File: src/rtl/pipeline_stage_register_pkg.sv
// Shared definitions for the pipeline stage register: state encoding,
// default bubble pattern and a state-to-occupancy helper.
package pipeline_stage_register_pkg;

    typedef enum logic [1:0] {
        EMPTY = 2'd0,
        FULL  = 2'd1,
        SKID  = 2'd2
    } stage_state_t;

    localparam logic [31:0] NOP_PATTERN = 32'h2A2A_2A2A;

    function automatic logic [1:0] state_count(input stage_state_t s);
        case (s)
            EMPTY:   return 2'd0;
            FULL:    return 2'd1;
            SKID:    return 2'd2;
            default: return 2'd0;
        endcase
    endfunction

endpackage

File: src/rtl/pipeline_stage_register.sv
// Valid/ready pipeline stage: two-entry skid buffer with a registered
// In_Ready, or a single-entry register with combinational In_Ready.
module pipeline_stage_register
    import pipeline_stage_register_pkg::*;
#(
    parameter int               WIDTH     = 32,
    parameter logic [WIDTH-1:0] NOP_VALUE = WIDTH'(NOP_PATTERN),
    parameter bit               SKID_EN   = 1'b1
) (
    input  logic             CLK,
    input  logic             RST,
    input  logic             Flush,
    input  logic             In_Valid,
    input  logic [WIDTH-1:0] In_Data,
    output logic             In_Ready,
    output logic             Out_Valid,
    output logic [WIDTH-1:0] Out_Data,
    input  logic             Out_Ready,
    output logic [1:0]       Count
);

    stage_state_t     state_q, state_d;
    logic [WIDTH-1:0] head_q, skid_q;
    logic             load_head, head_from_skid, load_skid;
    logic             accept, release_hd;

    assign accept     = In_Valid && In_Ready;
    assign release_hd = Out_Valid && Out_Ready;

    always_ff @(posedge CLK) begin
        if (RST) state_q <= EMPTY;
        else     state_q <= state_d;
    end

    always_comb begin
        state_d        = state_q;
        load_head      = 1'b0;
        head_from_skid = 1'b0;
        load_skid      = 1'b0;
        if (Flush) begin
            state_d = EMPTY;
        end else begin
            case (state_q)
                EMPTY: begin
                    if (accept) begin
                        state_d   = FULL;
                        load_head = 1'b1;
                    end
                end
                FULL: begin
                    if (accept && release_hd) begin
                        load_head = 1'b1;
                    end else if (accept && SKID_EN) begin
                        // downstream stalled: park the newcomer behind the head
                        state_d   = SKID;
                        load_skid = 1'b1;
                    end else if (release_hd) begin
                        state_d = EMPTY;
                    end
                end
                SKID: begin
                    if (release_hd) begin
                        state_d        = FULL;
                        load_head      = 1'b1;
                        head_from_skid = 1'b1;
                    end
                end
                default: state_d = EMPTY;
            endcase
        end
    end

    always_ff @(posedge CLK) begin
        if (RST) begin
            head_q <= NOP_VALUE;
            skid_q <= NOP_VALUE;
        end else begin
            if (load_head) head_q <= head_from_skid ? skid_q : In_Data;
            if (load_skid) skid_q <= In_Data;
        end
    end

    always_comb begin
        Out_Valid = (state_q != EMPTY);
        Count     = state_count(state_q);
        Out_Data  = (state_q == EMPTY) ? NOP_VALUE : head_q;
    end

    generate
        if (SKID_EN) begin : g_skid_ready
            logic ready_q;
            // registered so In_Ready has no path from Out_Ready
            always_ff @(posedge CLK) begin
                if (RST) ready_q <= 1'b1;
                else     ready_q <= (state_d != SKID);
            end
            assign In_Ready = ready_q;
        end else begin : g_comb_ready
            assign In_Ready = !Out_Valid || Out_Ready;
        end
    endgenerate

endmodule

File: config.mk
export PLATFORM = sky130hd
export DESIGN_NAME = pipeline_stage_register
export DESIGN_NICKNAME = d
export VERILOG_FILES = /design/src/rtl/pipeline_stage_register_pkg.sv /design/src/rtl/pipeline_stage_register.sv
export SDC_FILE = /design/constraint.sdc
export NUM_CORES = 1
export LEC_CHECK = 0
export CORE_ASPECT_RATIO = 0.6
export CORE_MARGIN = 3
export CORE_UTILIZATION = 45
export DETAILED_ROUTE_END_ITERATION = 8
export GPL_TIMING_DRIVEN = 0
export PLACE_DENSITY = 0.8
export SYNTH_ARGS = -nofsm -noshare
export SYNTH_HDL_FRONTEND = slang
export SYNTH_SLANG_ARGS = --single-unit
File: constraint.sdc
create_clock -name CLK -period 1.43 [get_ports CLK]
set_input_delay 0.286 -clock CLK [delete_from_list [all_inputs] [get_ports CLK]]
set_output_delay 0.286 -clock CLK [all_outputs]
set_load 0.005 [all_outputs]
* Yosys cells after proc, flatten, opt, wreduce, memory -nomap -nowiden
Index checks and enable logic that the tools add are counted.
** Storage, ports and cells
- Logic and storage cells :: 32
- Bits in registers :: 67
** Operators by class
- Muxes and demuxes :: 20
- Equality and inequality tests :: 3
- Reduce and logical (&&, ||, !) cells :: 5
** Operators with widths (number)
- $mux W32 :: 2
- $mux W2 :: 6
- $mux W1 :: 9
- $pmux W2 S3 :: 1
- $pmux W2 S2 :: 1
- $logic_and A1 B1 Y1 :: 3
- $pmux W1 S3 :: 1
- $eq A2 B1 Y1 const B :: 1
- $eq A2 B2 Y1 const B :: 1
- $logic_not A2 Y1 :: 1
- $ne A2 B2 Y1 const B :: 1
- $reduce_bool A2 Y1 :: 1

* Logic depth before layout (Yosys ltp)
Gate-level depths: netlist of the first run.
- Depth in word-level cells :: 8
- Gate-level depth with buffers :: 6

* Least setup slack after synthesis of the first run
Ideal clock, no wire load.
- Path type :: input port to flip-flop
- From :: input port RST
- To :: register head_q[0]
- Arrival :: 1.265 ns
- Data required time :: 1.284 ns
- Stages on the path :: 4
- Setup slack :: 0.019 ns
- Library setup time :: 0.146 ns
- Cells stage by stage :: buf_2 > buf_1 > clkbuf_1 > a211oi_2
** RTL lines
- start, declared :: line pipeline_stage_register.sv:11 : input logic RST,
- end signal, assigned :: line pipeline_stage_register.sv:78 : if (load_head) head_q <= head_from_skid ? skid_q : In_Data;
- end, declared :: line pipeline_stage_register.sv:23 : logic [WIDTH-1:0] head_q, skid_q;
No word-level cell between the ends.

* Final worst setup path of the first run
- From :: register state_q[0]
- To :: output port Out_Data[8]
** Between the ends
- Longest elaborated chain between the ends :: 2
** Ends and longest elaborated chain
- start, declared :: line pipeline_stage_register.sv:22 : stage_state_t state_q, state_d;
- start signal, assigned :: line pipeline_stage_register.sv:32 : else state_q <= state_d;
- $logic_not A2 Y1 :: line pipeline_stage_register.sv:86 : Out_Data = (state_q == EMPTY) ? NOP_VALUE : head_q;
- $mux W32 :: line pipeline_stage_register.sv:86
- end, declared :: line pipeline_stage_register.sv:17 : output logic [WIDTH-1:0] Out_Data,
No other way between the ends.

==> qor.txt, run 1 <==
run status = finished, violations left
failing checks = negative setup slack
Die X-Extent = 114 um
Worst setup startpoint = state_q[0]
EDFF count, synth = 0
post-synthesis async set-or-reset flop share = 0%
Worst Setup End Kind = output port
Layout area overhead = 56.4%
post-synthesis cell type count = 27
worst-path cell chain = nor2_4 > buf_12 > buf_8 > buf_6 > nor2b_1 > buf_2
Final Cycle Share = 123%
Worst Hold Class = primary input to flip-flop
routed vias = 3228
Mapped Avg Cell Area = 8.85 sq um
Netlist Area Pre-Place = 3120 sq um
drt total wl = 11100 um
FF-to-FF path depth = 8
Starting Density = 48.7%
via count of the first global-routing pass = 3074
worst-skew pair later-pin latency = 340 ps
worst hold path depth = 2
critical path class = flip-flop to output port
startpoint types = flip-flop
clk sink count = 67
Hold WS = 291 ps
data required time of the worst path = 1140 ps
final hold violations = 0
VDD IR max = 0.671 mV
Synth area leaders = dfxtp_1 43%, a211oi_2 10%, nand2_1 7.8%, nor2b_1 7.0%, mux2i_1 6.4%
most frequent cell after synthesis = dfxtp_1
Worst R2R End = skid_q[26]
CTS tree = done
flop2flop setup slack = -320 ps
register area share after synthesis = 42.9%
Setup TNS = -22500 ps
pwr dens = 978 nW/um^2
RR Startpoint = state_q[1]
Worst-path clk slew = 50 ps
top_reg_cell synth = dfxtp_1
flops & latches, synth = 67
hold_sp = RST
DR iter-0 viols = 238
# DRC = 0
1st-pass router iterations = 5
post-synth top area share = 42.9%
nets = 501
Final Cell Area = 4880 sq um
buffer depth of the longest clock path = 2
clk root buf = clkbuf_16
Worst Max-Slew Pin Slew = 830 ps
PortBufs = 71
# diodes = 0
H-tree lvl count = 3
DP HPWL = 6100 um
DRT antenna net count = 0
largest net degree at the start of global routing = 11
Mapped Cells = 353
layout cell share with drive strength beyond 1 = 37.0%
WP buf/inv = 4
via/cell ratio = 5.86
fin crit period = 1750 ps
Leakage = 1.86 nW
max-slew violation count = 0
final setup margin = -322 ps
RD Place Congestion = 0.818
routed len/inst = 20.1 um
Hold Path Sink = In_Ready
Die Span Y = 70.5 um
GRT Residual Overflow = 0
normalized max-slew margin = 44.6%
full die area = 8010 sq um
Max-Cap Viols = 0
Post-Syn Nets = 390
antenna violations before repair = 0
top cell family by delay on the critical path = buffers and inverters
clk_skew = 5.66 ps
IO Pins = 73
worst path arrival time = 1470 ps
total power = 4.78 mW
Rows = 22
GRT Total Usage = 25.5%
placed instance area = 3940 sq um
Synth area leader = dfxtp_1
# setup viols final = 100
Achievable Freq = 0.571 GHz
RSZ-0062 raised after global routing = yes
crit path max fanout = 5
Crit-path slowest cell = dfxtp_4
cts bufs inserted = 9
most common library cells after synthesis = 67 x dfxtp_1, 65 x nand2_1, 35 x nor2b_1
slowest cell delay on critical path = 350 ps
end-of-flow core utilization = 76.2%
# hold bufs at CTS = 0
core footprint = 6410 sq um
first-pass GRT wire length = 16000 um
Synth Warn # = 0
routing by layer:
metal  vias to the layer above  routed length (um)  track usage, %
met5                         -                   0               0
met4                         0                 216            7.33
met3                        26                 957            6.58
met2                       167                5190            40.5
met1                      1603                4720            34.6
li1                       1432                   -               -
worst reg2reg max path: stages, from the launching register on:
cell and delay, ps:
dfxtp_4 360, buf_4 150, nand4b_1 230, buf_4 190
nor3_4 200, buf_6 170, clkbuf_16 150, nand2_1 50
a21oi_1 180
sequential cells by signal, indices dropped and copies added (netlist names):
register and cells:
head_q 32, skid_q 32, state_q 2, In_Ready 1
layout make-up:
cell class                      instances  area, sq um
Buffer                                 28          327
Clock buffer                           11          253
Clock inverter                          3         15.0
Fill cell                             406         1530
Inverter                                2         7.51
Multi-Input combinational cell        255         1820
Sequential cell                        67         1350
Tap cell                               84          105
Timing Repair Buffer                  101         1000
what timing repair did:
action	4_1_cts	5_1_grt
setup buffers	20	3
endpoints found under the setup margin	100	100
gates resized for setup	250	36
pin swaps	14	13
cloned	6	4
cell families after synthesis:
family	synth area share [%]
mux	6.41
flops	42.9
simple gates	27.3
compound gates	18.2
buf+inv	5.17
how the worst max path moves through the flow:
stage / slack [ps] / end / cells past startpoint
2_1_floorplan: 20 / head_q[0] / 4
3_3_place_gp: -680 / head_q[26] / 6
3_5_place_dp: -740 / head_q[13] / 5
4_1_cts: -330 / Out_Data[9] / 6
5_1_grt: -390 / skid_q[26] / 8
6_report: -320 / Out_Data[8] / 6
power breakdown:
group	internal [mW]	switching, mW
logic	0.394	0.358
registers	1.95	0.0494
clock network	1.24	0.794
stage by stage:
| stage | std cells | setup WS, ps |
|---|---|---|
| final | 551 | -322 |
| after global routing | 551 | -387 |
| after CTS | 546 | -327 |
| after detailed placement | 508 | -742 |
| after global placement | 508 | -683 |
| after floorplan | 353 | 18.9 |
placed cells by master, fill, tap and decap left out, types with 3 or more instances in the layout:
master,count
dfxtp_4,3
nand2_2,4
a21oi_1,25
buf_6,28
clkbuf_8,3
clkbuf_1,6
dfxtp_1,64
a21oi_2,7
buf_2,23
or2_2,3
nor2b_4,7
nor2_1,20
nor2b_1,23
nor3_1,12
buf_12,5
buf_4,8
clkinv_2,3
clkbuf_16,13
clkdlybuf4s50_1,32
dlygate4sd2_1,4
nand3b_1,14
buf_8,13
nand2_1,61
a211oi_1,6
or2_4,9
mux2i_1,16
nor2b_2,5
mux2i_2,3
a211oi_2,26
Note: power is estimated with default switching activity, not from simulation.
==> run 2, diff against run 1 <==
ABC_CLOCK_PERIOD_IN_PS = 1430   (was default)
CAP_MARGIN = 25   (was default)
CORE_UTILIZATION = 35   (was 45)
PLACE_DENSITY = 0.66   (was 0.8)
==> run 2 against run 1 <==
  * Worst setup slack improved by 62 ps
  * Clock power grew 14%
  * The run still ends with negative setup slack left
  * Maximum frequency is 3.7% higher
  * Total power is 8.1% higher
  * Routed wire length grew 4.6%
  * Via count shrank 2.9%
  * Global-route usage decreased by 5.1 points
  * First-iteration DRC count shrank 7.6%
  * Die area up 26%
  * Hold slack better by 14 ps
==> qor.txt, run 2 (synthesis results as in run 1) <==
clk sink count = 67 (unchanged)
Rows = 26 (+18%)
drt total wl = 11600 um (+4.6%)
Worst Max-Slew Pin Slew = 785 ps (-45.1 ps)
IO Pins = 73 (unchanged)
Worst R2R End = head_q[0]
cts bufs inserted = 9 (unchanged)
Filler Cells Inserted = 655 (+61%)
# DRC = 0 (unchanged)
DRT antenna net count = 0 (unchanged)
Hold WS = 305 ps (+14.4 ps)
RD Place Congestion = 0.754 (-7.8%)
Place WS = -768 ps (-25.5 ps)
fin crit period = 1690 ps (-61.8 ps)
VDD IR max = 0.621 mV (-7.5%)
worst-skew pair later-pin latency = 340 ps (about the same)
routed vias = 3135 (-2.9%)
RR Startpoint = state_q[0]
first-pass GRT wire length = 15800 um (-0.87%)
antenna violations before repair = 0 (unchanged)
routed len/inst = 19.5 um (-3.1%)
flop2flop setup slack = -210 ps (+110 ps)
# setup viols final = 101 (+1.0%)
DR iter-0 viols = 220 (-7.6%)
RSZ-0062 raised after global routing = yes
normalized max-slew margin = 47.7% (+3.0 points)
nets = 515 (+2.8%)
GRT Residual Overflow = 0 (unchanged)
worst path arrival time = 1400 ps (-70 ps)
via/cell ratio = 5.27 (-10%)
largest net degree at the start of global routing = 12 (+1)
Die Span Y = 79.2 um (+12%)
via count of the first global-routing pass = 2970 (-3.4%)
final hold violations = 0 (unchanged)
core footprint = 8590 sq um (+34%)
Hold Path Sink = In_Ready
final setup margin = -261 ps (+61.8 ps)
layout cell share with drive strength beyond 1 = 57.3% (+20 points)
# diodes = 0 (unchanged)
FF-to-FF path depth = 6 (-2)
startpoint types = flip-flop
area of the multi-input gates = 2270 sq um (+24%)
Worst-path clk slew = 50 ps (about the same)
full die area = 10100 sq um (+26%)
DP HPWL = 6130 um (+0.45%)
most frequent cells in the layout = 64 x dfxtp_1, 32 x clkdlybuf4s50_1, 28 x buf_6, 28 x a211oi_2, 27 x nand2_2
PortBufs = 71 (unchanged)
# hold bufs at CTS = 0 (unchanged)
Worst Setup End Kind = output port
crit path max fanout = 10 (+5)
Final Cycle Share = 118% (-4.3 points)
Starting Density = 36.4% (-12 points)
run status = finished, violations left
max-slew violation count = 0 (unchanged)
Achievable Freq = 0.592 GHz (+3.7%)
CTS tree = done
area occupied by registers = 1350 sq um (unchanged)
H-tree lvl count = 3 (unchanged)
Leakage = 2.18 nW (+17%)
GRT Total Usage = 20.4% (-5.1 points)
pwr dens = 911 nW/um^2 (-6.9%)
hold_sp = RST
worst hold path depth = 2 (unchanged)
commonest non-fill, non-tap cell in the layout = dfxtp_1
Layout area overhead = 81.6%
Die X-Extent = 128 um (+13%)
clk root buf = clkbuf_16
data required time of the worst path = 1140 ps (about the same)
buffer depth of the longest clock path = 2 (unchanged)
critical path class = flip-flop to output port
1st-pass router iterations = 4 (-1)
clk_skew = 6.90 ps (+1.24 ps)
Max-Cap Viols = 0 (unchanged)
Worst Hold Class = primary input to flip-flop
biggest registers after layout = head_q: 32 flops, skid_q: 32 flops, state_q: 2 flops
failing checks = negative setup slack
==> run 2: cell types whose count changed in the layout (fill, tap and decap cells not counted), moves of 4 or more <==
| cell | previous run | this run |
|---|---|---|
| mux2i_1 | 16 | 8 |
| nor2b_1 | 23 | 16 |
| nor3_1 | 12 | 8 |
| a21oi_1 | 25 | 14 |
| nand2_4 | 0 | 22 |
| nor2_1 | 20 | 14 |
| nand2_2 | 4 | 27 |
| nor2b_4 | 7 | 16 |
| nand2_1 | 61 | 16 |
| clkbuf_2 | 1 | 7 |
| a21oi_2 | 7 | 18 |
| buf_12 | 5 | 10 |
| mux2i_2 | 3 | 9 |
==> run 2: layer usage <==
metal | GRT usage (%) | wire, um | up-vias
li1 | - | - | 1463
met5 | 0 | 0 | -
met4 | 6.36 | 184 | 0
met3 | 6.12 | 860 | 22
met2 | 29.7 | 5240 | 111
met1 | 28.8 | 5310 | 1539
==> run 2: worst max-delay path by stage <==
stage | from | end | slack [ps] | cells past startpoint
after floorplan | RST | head_q[0] | 20 | 4
after global placement | state_q[0] | Out_Data[3] | -720 | 4
after detailed placement | state_q[0] | Out_Data[1] | -770 | 4
after CTS | state_q[1] | Out_Data[13] | -280 | 5
after global routing | state_q[0] | Out_Data[19] | -290 | 5
final | state_q[0] | Out_Data[4] | -260 | 5
==> run 2: layout make-up <==
| class | count | share of cell area, % |
|---|---|---|
| Buffer | 28 | 6.09 |
| Clock buffer | 12 | 4.70 |
| Clock inverter | 4 | 0.838 |
| Inverter | 2 | 0.132 |
| Multi-Input combinational cell | 254 | 40.0 |
| Sequential cell | 67 | 23.8 |
| Tap cell | 112 | 2.47 |
| Timing Repair Buffer | 116 | 21.9 |
==> run 2: critical path, stage by stage (launching register included) <==
cell and delay, ps:
dfxtp_4 360, nor2_4 40, buf_12 140, clkbuf_16 170, nor2b_2 130, clkdlybuf4s15_2 220
==> run 2: power breakdown <==
part / total [mW] / internal (mW) / switching (mW) / leakage, nW
Sequential: 2.00 / 1.94 / 0.0579 / 0.549
Clock: 2.31 / 1.49 / 0.827 / 0.155
Combinational: 0.852 / 0.462 / 0.390 / 1.47
==> run 2: timing repair <==
action                     in CTS  in global routing
pin swaps                      26                 99
resized for setup             235                189
setup endpoints to repair     100                101
cloned                         10                  4
setup buffers                  20                 13
==> run 2: stage by stage <==
stage | cells | util (%) | TNS [ps] | total power [mW] | cell area (sq um)
2_1_floorplan | 353 | - | 0 | 2.31 | 3120
5_1_grt | 595 | 66.0 | -21240 | 5.32 | 5670
3_5_place_dp | 536 | 46.3 | -61430 | 2.55 | 3970
4_1_cts | 581 | 57.4 | -16700 | 4.99 | 4930
3_3_place_gp | 536 | 46.3 | -59650 | 2.54 | 3970
6_report | 595 | 66.0 | -16200 | 5.17 | 5670
==> run 3, diff against run 2 <==
CORE_MARGIN = default   (was 3)
CORE_UTILIZATION = 45   (was 35)
MAX_ROUTING_LAYER = met4   (was default)
PLACE_DENSITY = 0.8   (was 0.66)
==> run 3 against run 2 <==
  * The flow still finishes with violations (negative setup slack)
  * Count of clock-buffer cells in the layout fell by 2
  * Total power fell by 3.5%
  * Register-to-register slack got worse by 250 ps
  * Cell count fell by 2.2%
  * Clock power fell by 15%
  * Global-route usage rose by 9.9 points
  * Critical path type is now flip-flop to flip-flop
  * Largest power group is now sequential cells
==> qor.txt, run 3 (synthesis results as in run 1) <==
full die area = 7290 sq um (-28%)
antenna violations before repair = 0 (unchanged)
via count of the first global-routing pass = 2977 (+0.24%)
P_int = 3.61 mW (-7.3%)
most frequent cells in the layout = 64 x dfxtp_1, 47 x buf_6, 43 x nand2_1, 32 x clkdlybuf4s50_1, 24 x a211oi_2
cts bufs inserted = 9 (unchanged)
Worst Setup End Kind = flip-flop
Non-Filler Instances = 582 (-2.2%)
normalized max-slew margin = 26.2% (-21 points)
critical path class = flip-flop to flip-flop
commonest non-fill, non-tap cell in the layout = dfxtp_1
1st-pass router iterations = 7 (+3)
nets = 529 (+2.7%)
Worst Hold Class = primary input to flip-flop
Rows = 23 (-12%)
failing checks = negative setup slack
Worst Max-Slew Pin Slew = 1110 ps (+321 ps)
final hold violations = 0 (unchanged)
max-slew violation count = 0 (unchanged)
drt total wl = 14500 um (+25%)
PortBufs = 71 (unchanged)
run status = finished, violations left
Max-Cap Viols = 0 (unchanged)
layout cell share with drive strength beyond 1 = 53.3% (-4.0 points)
via/cell ratio = 6.19 (+17%)
# diodes = 0 (unchanged)
Final Cycle Share = 132% (+14 points)
largest net degree at the start of global routing = 11 (-1)
Worst-path clk slew = 50 ps (about the same)
area of the multi-input gates = 2170 sq um (-4.3%)
register share of total power = 40.5% (+1.7 points)
end-of-flow core utilization = 84.1% (+18 points)
placed cell count = 511 (-4.7%)
first-pass GRT wire length = 15600 um (-1.5%)
H-tree lvl count = 3 (unchanged)
Die Span Y = 66.5 um (-16%)
DRT antenna net count = 0 (unchanged)
Layout area overhead = 79.8%
pwr dens = 888 nW/um^2 (-2.5%)
area occupied by registers = 1350 sq um (unchanged)
Setup TNS = -30750 ps (-14550 ps)
RD Place Congestion = 0.831 (+10%)
worst path arrival time = 2140 ps (+740 ps)
# DRC = 0 (unchanged)
data required time of the worst path = 1680 ps (+540 ps)
net switching share of the total power = 27.7% (+3.0 points)
clk sink count = 67 (unchanged)
CTS tree = done
GRT Total Usage = 30.3% (+9.9 points)
fin crit period = 1890 ps (+198 ps)
Clock power frac = 39.5% (-5.2 points)
Combinational Power Share = 20.0% (+3.5 points)
clk root buf = clkbuf_16
switching power = 1.38 mW (+8.3%)
routed len/inst = 24.8 um (+27%)
Die X-Extent = 110 um (-14%)
Leakage = 2.20 nW (+1.3%)
worst-skew pair later-pin latency = 340 ps (about the same)
startpoint types = flip-flop
routed vias = 3601 (+15%)
# setup viols final = 101 (unchanged)
GRT Residual Overflow = 0 (unchanged)
core footprint = 6680 sq um (-22%)
buffer depth of the longest clock path = 2 (unchanged)
Achievable Freq = 0.529 GHz (-10%)
biggest registers after layout = head_q: 32 flops, skid_q: 32 flops, state_q: 2 flops
VDD IR max = 1.08 mV (+74%)
clk_skew = 7.96 ps (+1.06 ps)
Filler Cells Inserted = 293 (-55%)
DR iter-0 viols = 291 (+32%)
RSZ-0062 raised after global routing = yes
crit path max fanout = 6 (-4)
DP HPWL = 5880 um (-4.0%)
final setup margin = -459 ps (-198 ps)
IO Pins = 73 (unchanged)
Place WS = -750 ps (+17.8 ps)
Starting Density = 46.8% (+10 points)
Hold WS = 320 ps (+14.7 ps)
## run 3: cell types whose count changed in the layout (fill, tap and decap cells not counted), sizes merged
cell           previous run  this run
clkinv                    2         4
bufinv                    1         0
dlygate4sd2               5         4
clkinvlp                  1         0
buf                      87       106
clkdlybuf4s15             1         0
clkbuf                   31        26
## run 3: metrics by stage
stage | instance area [sq um] | total power [mW]
after CTS | 4730 | 4.60
after detailed placement | 3940 | 2.55
after global routing | 5610 | 5.08
final | 5610 | 4.99
after floorplan | 3120 | 2.31
after global placement | 3940 | 2.53
## run 3: worst paths after layout
check / startpoint / slack [ps] / cells past startpoint / to
worst max-delay path: state_q[1] / -460 / 8 / skid_q[20]
worst min-delay path: RST / 320 / 2 / In_Ready
worst max register to register: state_q[1] / -460 / 8 / skid_q[20]
worst min register to register: skid_q[10] / 460 / 2 / skid_q[10]
## run 3: timing repair
item                       4_1_cts  5_1_grt
hold buffers                     0        0
setup endpoints to repair      102      101
resized for setup              226      183
pin swaps                        9       71
cloned                           8        6
setup buffers                   25       26
## run 3: layer usage
layer | vias up | part of all wire, % | track usage (%)
met5 | - | 0 | -
met2 | 315 | 45 | 46.9
met3 | 72 | 13 | 9.30
met1 | 1724 | 39 | 38.6
li1 | 1490 | - | -
met4 | 0 | 4.0 | 8.50
## run 3: final cells by class
class	instances	area share, %
well taps	87	1.94
multi-input cells	254	38.7
clock inverters	4	0.357
clock buffers	10	4.08
repair buffers	132	25.7
plain buffers	26	5.04
inverters	2	0.134
flip-flops and latches	67	24.1
## run 3: power by group through the flow
stage          clock network [mW]  registers [mW]  logic [mW]
5_1_grt                      2.04            2.02        1.02
6_report                     1.97            2.02       0.997
4_1_cts                      1.90            1.99       0.717
3_5_place_dp                    0            2.03       0.523
3_3_place_gp                    0            2.02       0.510
2_1_floorplan                   0            2.02       0.293
## run 3: critical path: stages, from the launching register on
cell and delay (ps):
dfxtp_4 350, buf_6 130, nand4b_1 250, buf_4 200, nor3_4 310, buf_6 190
clkbuf_16 170, nand2_4 50, a21oi_1 160
